**src/rtl/la_wb_pkg.sv**
```systemverilog
// la_wb_pkg: shared types and constants for the LA-side Wishbone master.
//   state_e          - master FSM states (IDLE / BUS / RESP)
//   DEFAULT_TIMEOUT  - default bound on strobe cycles awaiting ack
//   WB_DW / WB_AW    - Wishbone data / address widths
package la_wb_pkg;

    typedef enum logic [1:0] {
        ST_IDLE = 2'd0,
        ST_BUS  = 2'd1,
        ST_RESP = 2'd2
    } state_e;

    localparam int unsigned DEFAULT_TIMEOUT = 255;
    localparam int unsigned WB_DW           = 32;
    localparam int unsigned WB_AW           = 32;
    localparam int unsigned WB_SW           = WB_DW / 8;
    localparam int unsigned CTR_W           = 16;

endpackage

```
**src/rtl/wb_timeout_ctr.sv**
```systemverilog
// wb_timeout_ctr: clearable up-counter that flags the last permitted wait cycle.
//   clk, rst_n : clock, asynchronous active-low reset
//   clr_i      : load zero (takes priority over en_i)
//   en_i       : increment by one
//   tc_o       : high while the count equals TIMEOUT-1
module wb_timeout_ctr
    import la_wb_pkg::*;
#(
    parameter int unsigned TIMEOUT = DEFAULT_TIMEOUT
) (
    input  logic clk,
    input  logic rst_n,
    input  logic clr_i,
    input  logic en_i,
    output logic tc_o
);

    logic [CTR_W-1:0] count_q;
    logic [CTR_W-1:0] count_d;

    always_comb begin
        count_d = count_q;
        if (clr_i) begin
            count_d = '0;
        end else if (en_i) begin
            count_d = count_q + CTR_W'(1);
        end
    end

    always_ff @(posedge clk or negedge rst_n) begin
        if (!rst_n) begin
            count_q <= '0;
        end else begin
            count_q <= count_d;
        end
    end

    assign tc_o = (count_q == CTR_W'(TIMEOUT - 1));

endmodule

```
**src/rtl/la_wb_master.sv**
```systemverilog
// la_wb_master: turns one valid/ready command into one Wishbone classic cycle,
// bounds it with a timeout, and returns read data/status on a valid/ready port.
//   wb_clk_i, wb_rst_ni              : clock, asynchronous active-low reset
//   cmd_valid/ready, we/sel/adr/dat  : command port (accepted when valid & ready)
//   rsp_valid/ready, rsp_dat, rsp_err: response port (err = cycle timed out)
//   wbm_*                            : Wishbone master signals
//   busy_o                           : transfer or response outstanding
//   err_cnt_o                        : saturating count of timeouts since reset
module la_wb_master
    import la_wb_pkg::*;
#(
    parameter int unsigned TIMEOUT  = DEFAULT_TIMEOUT,
    parameter int unsigned ERRCNT_W = 8
) (
    input  logic                wb_clk_i,
    input  logic                wb_rst_ni,
    input  logic                cmd_valid_i,
    output logic                cmd_ready_o,
    input  logic                cmd_we_i,
    input  logic [WB_SW-1:0]    cmd_sel_i,
    input  logic [WB_AW-1:0]    cmd_adr_i,
    input  logic [WB_DW-1:0]    cmd_dat_i,
    output logic                rsp_valid_o,
    input  logic                rsp_ready_i,
    output logic [WB_DW-1:0]    rsp_dat_o,
    output logic                rsp_err_o,
    output logic                wbm_cyc_o,
    output logic                wbm_stb_o,
    output logic                wbm_we_o,
    output logic [WB_SW-1:0]    wbm_sel_o,
    output logic [WB_AW-1:0]    wbm_adr_o,
    output logic [WB_DW-1:0]    wbm_dat_o,
    input  logic                wbm_ack_i,
    input  logic [WB_DW-1:0]    wbm_dat_i,
    output logic                busy_o,
    output logic [ERRCNT_W-1:0] err_cnt_o
);

    state_e              state_q,     state_d;
    logic                cyc_q,       cyc_d;
    logic                we_q,        we_d;
    logic [WB_SW-1:0]    sel_q,       sel_d;
    logic [WB_AW-1:0]    adr_q,       adr_d;
    logic [WB_DW-1:0]    wdat_q,      wdat_d;
    logic                rsp_valid_q, rsp_valid_d;
    logic [WB_DW-1:0]    rsp_dat_q,   rsp_dat_d;
    logic                rsp_err_q,   rsp_err_d;
    logic [ERRCNT_W-1:0] err_cnt_q,   err_cnt_d;

    logic ctr_clr;
    logic ctr_en;
    logic ctr_tc;

    wb_timeout_ctr #(
        .TIMEOUT (TIMEOUT)
    ) u_timeout_ctr (
        .clk   (wb_clk_i),
        .rst_n (wb_rst_ni),
        .clr_i (ctr_clr),
        .en_i  (ctr_en),
        .tc_o  (ctr_tc)
    );

    always_comb begin
        state_d     = state_q;
        cyc_d       = cyc_q;
        we_d        = we_q;
        sel_d       = sel_q;
        adr_d       = adr_q;
        wdat_d      = wdat_q;
        rsp_valid_d = rsp_valid_q;
        rsp_dat_d   = rsp_dat_q;
        rsp_err_d   = rsp_err_q;
        err_cnt_d   = err_cnt_q;
        ctr_clr     = 1'b0;
        ctr_en      = 1'b0;

        case (state_q)
            ST_IDLE: begin
                if (cmd_valid_i) begin
                    we_d    = cmd_we_i;
                    sel_d   = cmd_sel_i;
                    adr_d   = cmd_adr_i;
                    wdat_d  = cmd_dat_i;
                    cyc_d   = 1'b1;
                    ctr_clr = 1'b1;
                    state_d = ST_BUS;
                end
            end
            ST_BUS: begin
                // Ack is checked first so that an ack on the final permitted
                // cycle still completes normally.
                if (wbm_ack_i) begin
                    rsp_dat_d   = we_q ? '0 : wbm_dat_i;
                    rsp_err_d   = 1'b0;
                    rsp_valid_d = 1'b1;
                    cyc_d       = 1'b0;
                    state_d     = ST_RESP;
                end else if (ctr_tc) begin
                    rsp_dat_d   = '0;
                    rsp_err_d   = 1'b1;
                    rsp_valid_d = 1'b1;
                    cyc_d       = 1'b0;
                    if (err_cnt_q != '1) begin
                        err_cnt_d = err_cnt_q + ERRCNT_W'(1);
                    end
                    state_d     = ST_RESP;
                end else begin
                    ctr_en = 1'b1;
                end
            end
            ST_RESP: begin
                if (rsp_ready_i) begin
                    rsp_valid_d = 1'b0;
                    state_d     = ST_IDLE;
                end
            end
            default: begin
                state_d = ST_IDLE;
            end
        endcase
    end

    always_ff @(posedge wb_clk_i or negedge wb_rst_ni) begin
        if (!wb_rst_ni) begin
            state_q     <= ST_IDLE;
            cyc_q       <= 1'b0;
            we_q        <= 1'b0;
            sel_q       <= '0;
            adr_q       <= '0;
            wdat_q      <= '0;
            rsp_valid_q <= 1'b0;
            rsp_dat_q   <= '0;
            rsp_err_q   <= 1'b0;
            err_cnt_q   <= '0;
        end else begin
            state_q     <= state_d;
            cyc_q       <= cyc_d;
            we_q        <= we_d;
            sel_q       <= sel_d;
            adr_q       <= adr_d;
            wdat_q      <= wdat_d;
            rsp_valid_q <= rsp_valid_d;
            rsp_dat_q   <= rsp_dat_d;
            rsp_err_q   <= rsp_err_d;
            err_cnt_q   <= err_cnt_d;
        end
    end

    // Single-transfer master: cyc and stb are always identical.
    assign wbm_cyc_o   = cyc_q;
    assign wbm_stb_o   = cyc_q;
    assign wbm_we_o    = we_q;
    assign wbm_sel_o   = sel_q;
    assign wbm_adr_o   = adr_q;
    assign wbm_dat_o   = wdat_q;
    assign rsp_valid_o = rsp_valid_q;
    assign rsp_dat_o   = rsp_dat_q;
    assign rsp_err_o   = rsp_err_q;
    assign err_cnt_o   = err_cnt_q;
    assign cmd_ready_o = (state_q == ST_IDLE);
    assign busy_o      = (state_q != ST_IDLE);

endmodule

```
**config.mk**
```make
export PLATFORM = sky130hd
export DESIGN_NAME = la_wb_master
export DESIGN_NICKNAME = d
export VERILOG_FILES = /design/src/rtl/la_wb_pkg.sv /design/src/rtl/wb_timeout_ctr.sv /design/src/rtl/la_wb_master.sv
export SDC_FILE = /design/constraint.sdc
export NUM_CORES = 1
export LEC_CHECK = 0
export CAP_MARGIN = 20
export CORE_UTILIZATION = 39
export CTS_CLUSTER_SIZE = 25
export DETAILED_ROUTE_END_ITERATION = 6
export GPL_TIMING_DRIVEN = 0
export PLACE_DENSITY = 0.76
export SLEW_MARGIN = 5
export SYNTH_ARGS = -nofsm -noshare
export SYNTH_HDL_FRONTEND = slang
export SYNTH_SLANG_ARGS = --single-unit
```
**constraint.sdc**
```tcl
create_clock -name wb_clk_i -period 1.7 [get_ports wb_clk_i]
set_input_delay 0.34 -clock wb_clk_i [delete_from_list [all_inputs] [get_ports wb_clk_i]]
set_output_delay 0.34 -clock wb_clk_i [all_outputs]
set_load 0.01 [all_outputs]
```
==> metrics.txt, run 1 <==
run status=complete, but fails checks; failing checks=negative setup slack; ANT nets after route=0; Critical Path AT=approximately 2 ns; Cell variety after synth=48; DRT Pass-1 Iters=4; initial cell density of the core=40.1%; diode count=0; Mean Syn Cell Area=10.0 um^2; CTS buffer count=17; die area=about 15000 um^2; GR Util All Layers=between 20 and 25%; register share of total power=33.1%; type of the worst setup path=flip-flop to flip-flop; # DRC=0; register area share after synthesis=a little under 60%; final setup margin=-0.0425 ns; Gate power share=42.4%; clock root cell=clkbuf_16; peak supply drop=0.936 mV; EDFF count, synth=0; cell area after synthesis=~5600 um^2; die width=roughly 120 um; Register Area=3260 um^2; WP buf/inv=2; fillers=1079; GP Congestion=~0.80; DR vias=5115; Clock Skew=0.00747 ns; Routed WL=16800 um; row cnt=43; Seq cells post-synth=130; Avg Vias per Cell=~5; RSZ-0062 raised after global routing=yes; Peak Freq=574 MHz; final core occ=66.6%; fin area=between 9000 and 10000 um^2; initial antenna violation count=0; Clock Power Share=between 20% and 30%; Post-DP HPWL=11400 um; first-pass GRT wire length=25900 um; Worst setup SP type=flip-flop; Hold Path Class=input port to flip-flop; Worst Tran Pin Value=approximately 0.63 ns; port buffer count=220; Final Net Count=928; H-Tree Depth=4; share of layout cells above drive strength 1=14.3%; # setup viols final=19; CP max stage cell=dfrtp_1; crit-path max cell delay=0.36 ns; min Tclk post-route=1.74 ns; Setup WS pre-CTS=-0.628 ns; Max Root-Sink Buffers=2; CP required=1.99 ns; area of the multi-input gates=~2400 um^2; Iter 0 DRT Violations=197; Die Span Y=roughly 120 um; Ports=221; Sink Count=130; Setup crit end kind=flip-flop; clk slew on worst S/H paths=~0.06 ns; yosys warns=0; DP Area=8020 um^2; largest net degree at the start of global routing=68; top_reg_cell synth=dfrtp_1; Psw=0.00526 W; Max-Cap Viols=0; vias in the first global route=5295; wire length per cell=16.6 um; PwrDens=1690 nW/um^2; Area growth syn-to-layout=66.3%; Hold Fails Final Rpt=0; Pleak=4.82 nW; clk_lat worst skew=0.41 ns; total global routing overflow=0; post-route insts no fill=1012; cell count after synthesis=556; TritonCTS clock tree=yes; cell count after placement=about 960; Pint=0.0103 W; CP top delay family=compound AO/OA/AOI/OAI gates; max-slew violation count=0; crit path cell chain=inv_1 > ha_1 > nor2b_4 > and3_4 > a21oi_4 > buf_6 > o22ai_1; Net Count, Synth=~670; Tcrit/Tclk final=102%; Power, Total=0.0156 W; max_slew headroom=57.9%; core footprint=13900 um^2; sw frac=33.7%; Max Fanout on Critical Path=10; async set-reset flop share out of synthesis=100%
==> tightest hold or removal path, cell delays in order <==
cell and delay (ns):
clkdlybuf4s50_1 0.39, nand2_1 0.05, nand2_1 0.04
==> cells in the mapped netlist, types with 2 or more instances <==
cell      instances  area, um^2
a211oi_1          2        15.0
a21o_1           32         240
a21oi_1           6        30.0
a22o_1           32         280
and2_1            2        12.5
and3_1            2        12.5
buf_1             4        15.0
buf_2             5        25.0
buf_6             3        33.8
clkbuf_1         21        78.8
dfrtp_1         130        3250
ha_1              3        37.5
inv_1             6        22.5
mux2i_1           8        80.1
nand2_1         224         841
nand2b_1          5        31.3
nand3_1           7        35.0
nand4_1           5        31.3
nor2_1            2        7.51
nor3_1            5        25.0
nor4_2            6        75.1
o21ai_0           3        15.0
o21ai_1           2        10.0
o22a_1            2        17.5
o31ai_1           6        45.0
or4_1             5        37.5
xor2_1            7        61.3
==> what timing repair did <==
action,CTS,global route
hold endpoints to repair,63,0
endpoints found under the setup margin,148,167
buffers inserted,15,6
hold buffers,1,0
pin swaps,8,42
gates resized for setup,57,103
gates cloned,2,2
==> layout make-up <==
class	instances	share of cell area, %
tap	180	2.44
buffer	31	2.19
multi-input combinational	386	25.6
sequential	130	35.3
timing repair buffer	247	27.7
clock buffer	22	4.91
clock inverter	10	1.71
inverter	6	0.244
==> flip-flops by register name (all words and copies together) (netlist names) <==
register / flops
wbm_dat_o: 32
wbm_cyc_o: 1
rsp_valid_o: 1
rsp_err_o: 1
state_q: 2
err_cnt_o: 8
u_timeout_ctr.count_q: 16
wbm_adr_o: 32
wbm_sel_o: 4
rsp_dat_o: 32
wbm_we_o: 1
==> kinds of logic after synthesis <==
logic type               Yosys count  synth area share [%]
AO/OA/AOI/OAI                     93                  12.9
AND/OR/NAND/NOR                  274                  21.9
XOR/XNOR                           7                  1.10
adder cells (fa/ha/maj)            3                 0.675
multiplexers                       9                  1.64
buffers and inverters             40                  3.28
flip-flops                       130                  58.5
==> through the flow <==
stage | hold slack [ns] | setup TNS [ns]
global route | 0.452 | -3.00
floorplan | 0.0444 | 0
CTS | 0.435 | -0.198
global placement | 0.456 | -661.30
detailed placement | 0.379 | -56.06
finish | 0.452 | -0.322
==> per-layer routing <==
layer / track usage [%] / part of all wire [%] / vias to the layer above
met5: 0 / 0 / -
met4: 7.87 / 1.3 / 0
met3: 8.51 / 7.9 / 17
met2: 38.5 / 51 / 189
met1: 26.2 / 40 / 2508
li1: - / - / 2401
==> placed cells by master (no fill, tap or decap), drive strengths merged, types with 3 or more instances in the layout <==
master and count:
a21o 32, a21oi 7, a22o 32, buf 43, bufinv 4, clkbuf 39, clkdlybuf4s50 151, clkinv 6
dfrtp 130, dlygate4sd2 15, dlymetal6s2s 51, ha 3, inv 6, mux2i 8, nand2 224, nand2b 5
nand3 8, nand4 5, nor3 6, nor4 6, o21ai 6, o31ai 6, or4 5, xor2 7
==> power groups by stage <==
stage / clock network (W) / logic [W] / registers [W]
final: 0.00382 / 0.00662 / 0.00516
after global routing: 0.00401 / 0.00716 / 0.00531
after CTS: 0.00388 / 0.00664 / 0.00517
after detailed placement: 0 / 0.00647 / 0.00518
after global placement: 0 / 0.00627 / 0.00510
after floorplan: 0 / 0.00241 / 0.00564
==> worst paths after layout <==
kind,start,endpoint,slack [ns],depth (start not counted)
worst max-delay path,u_timeout_ctr.count_q[0],state_q[1],-0.04,7
worst min-delay path,cmd_dat_i[21],wbm_dat_o[21],0.45,3
worst min register to register,wbm_dat_o[1],wbm_dat_o[1],0.47,2
worst max register to register,u_timeout_ctr.count_q[0],state_q[1],-0.04,7
min in group asynchronous,wb_rst_ni,err_cnt_o[3],0.49,2
max in group asynchronous,wb_rst_ni,wbm_dat_o[22],0.45,3
No activity file was read; power rests on OpenSTA's default activity.
==> run 2, diff against run 1 <==
Settings changed: CORE_ASPECT_RATIO from default to 2, CTS_CLUSTER_DIAMETER from default to 120.
==> metrics.txt, run 2 (synthesis gave the netlist of run 1 again) <==
run status=complete, but fails checks (unchanged); failing checks=negative setup slack (unchanged); share of layout cells above drive strength 1=15.4% (was 14.3%); Worst setup SP type=flip-flop (unchanged); Pleak=4.79 nW (was 4.82 nW); max_slew headroom=59.7% (was 57.9%); GP Congestion=0.846 (was 0.802); # DRC=0 (unchanged); Sink Count=130 (unchanged); Setup crit end kind=flip-flop (unchanged); ANT nets after route=0 (unchanged); die area=14800 um^2 (was 14700 um^2); Max Fanout on Critical Path=4 (was 10); Tcrit/Tclk final=106% (was 102%); Peak Freq=556 MHz (was 574 MHz); clk_lat worst skew=0.41 ns (about the same); Hold Fails Final Rpt=0 (unchanged); Post-Route M1 WL=5720 um (was 6730 um); fillers=1074 (was 1079); fin area=9290 um^2 (was 9250 um^2); clock root cell=clkbuf_16 (unchanged); port buffer count=220 (unchanged); RSZ-0062 raised after global routing=yes (unchanged); die width=86.4 um (was 121 um); peak supply drop=1.16 mV (was 0.936 mV); routed wl met3=826 um (was 1340 um); TritonCTS clock tree=yes (unchanged); row cnt=61 (was 43); area of the multi-input gates=2350 um^2 (was 2360 um^2); diode count=0 (unchanged); most common cell after layout, fill and taps aside=nand2_1 (unchanged); DP Area=8030 um^2 (was 8020 um^2); most frequent cells in the layout=223 x nand2_1, 156 x clkdlybuf4s50_1, 125 x dfrtp_1 (was 223 x nand2_1, 151 x clkdlybuf4s50_1, 124 x dfrtp_1); final setup margin=-0.0986 ns (was -0.0425 ns); met2 wire len=9790 um (was 8520 um); uppermost layer routed=met4 (unchanged); CP required=2.03 ns (was 1.99 ns); first-pass GRT wire length=25500 um (was 25900 um); # setup viols final=7 (was 19); DR vias=5225 (was 5115); clk slew on worst S/H paths=0.06 ns (about the same); min Tclk post-route=1.80 ns (was 1.74 ns); Post-DP HPWL=12100 um (was 11400 um); wire length per cell=16.7 um (was 16.6 um); Max Root-Sink Buffers=2 (unchanged); Final Net Count=935 (was 928); initial cell density of the core=40.0% (was 40.1%); Ports=221 (unchanged); Avg Vias per Cell=5.08 (was 5.05); initial antenna violation count=0 (unchanged); core footprint=13900 um^2 (about the same); CTS buffer count=17 (unchanged); vias in the first global route=5205 (was 5295); Clock Skew=0.00847 ns (was 0.00747 ns); type of the worst setup path=flip-flop to flip-flop (unchanged); Area growth syn-to-layout=67.1% (was 66.3%); Register Area=3260 um^2 (about the same); Critical Path AT=2.13 ns (was 2.03 ns); Max-Cap Viols=0 (unchanged); Hold Path Class=input port to flip-flop (unchanged); GR Util All Layers=22.6% (was 22.8%); total global routing overflow=0 (unchanged); Final TNS setup=-0.294 ns (was -0.322 ns); PwrDens=1690 nW/um^2 (about the same); final core occ=66.9% (was 66.6%); H-Tree Depth=4 (unchanged); Worst Tran Pin Value=0.605 ns (was 0.632 ns); Iter 0 DRT Violations=278 (was 197); Die Span Y=171 um (was 121 um); largest net degree at the start of global routing=68 (unchanged); max-slew violation count=0 (unchanged); DRT Pass-1 Iters=4 (unchanged); Routed WL=17200 um (was 16800 um)
run 2: cell count changes in the layout (fill, tap and decap cells not counted), moves of 3 or more:
cell / change
clkbuf_1: -4
buf_4: +7
clkdlybuf4s50_1: +5
dlygate4sd2_1: +5
clkinv_2: -3
dlymetal6s2s_1: -10
inv_6: +6
run 2: what timing repair did:
item,CTS,global route
hold buffers,1,0
setup endpoints to repair,153,143
pin swaps,4,31
gates cloned,0,2
endpoints found under the hold margin,63,0
setup buffers,19,10
resized for setup,74,76
run 2: stage by stage:
stage	hold WS (ns)	worst slack, ns	total power [W]	std cells
after floorplan	0.0444	0.0126	0.00805	556
after global placement	0.458	-4.69	0.0114	965
after detailed placement	0.374	-0.672	0.0117	966
final	0.450	-0.0986	0.0157	1028
after CTS	0.439	-0.0977	0.0157	1016
after global routing	0.450	-0.122	0.0166	1028
run 2: path summary, 6_finish.rpt:
path                       cells after the start  slack [ns]           from                         to
max in group asynchronous                      3        0.45      wb_rst_ni                 state_q[1]
min                                            3        0.45   cmd_adr_i[2]               wbm_adr_o[2]
max                                            6        -0.1     state_q[1]  u_timeout_ctr.count_q[14]
min reg2reg                                    2        0.47  wbm_dat_o[28]              wbm_dat_o[28]
min in group asynchronous                      2        0.48      wb_rst_ni              wbm_dat_o[15]
max reg2reg                                    6        -0.1     state_q[1]  u_timeout_ctr.count_q[14]
run 2: layout make-up:
class	instances	share of cell area (%)
clock buffers	19	4.77
flip-flops and latches	130	35.1
inverters	6	0.242
repair buffers	253	27.9
clock inverters	13	1.86
plain buffers	32	2.29
multi-input cells	386	25.3
well taps	189	2.54
run 2: power breakdown:
group          switching (W)  total [W]  internal, W
clock                0.00144    0.00381      0.00238
combinational        0.00319    0.00679      0.00360
sequential          0.000776    0.00511      0.00433
run 2: routing by layer:
layer	vias up	GRT usage, %
met5	-	0
met2	195	42.9
met4	0	11.4
met1	2541	22.1
met3	60	5.50
li1	2429	-
run 2: worst max-delay path: stages, from the launching register on:
cell       delay, ns
dfrtp_2         0.45
buf_6           0.14
buf_6           0.11
nand4bb_1       0.20
a31o_2          0.28
or4_4           0.42
a21oi_2         0.13
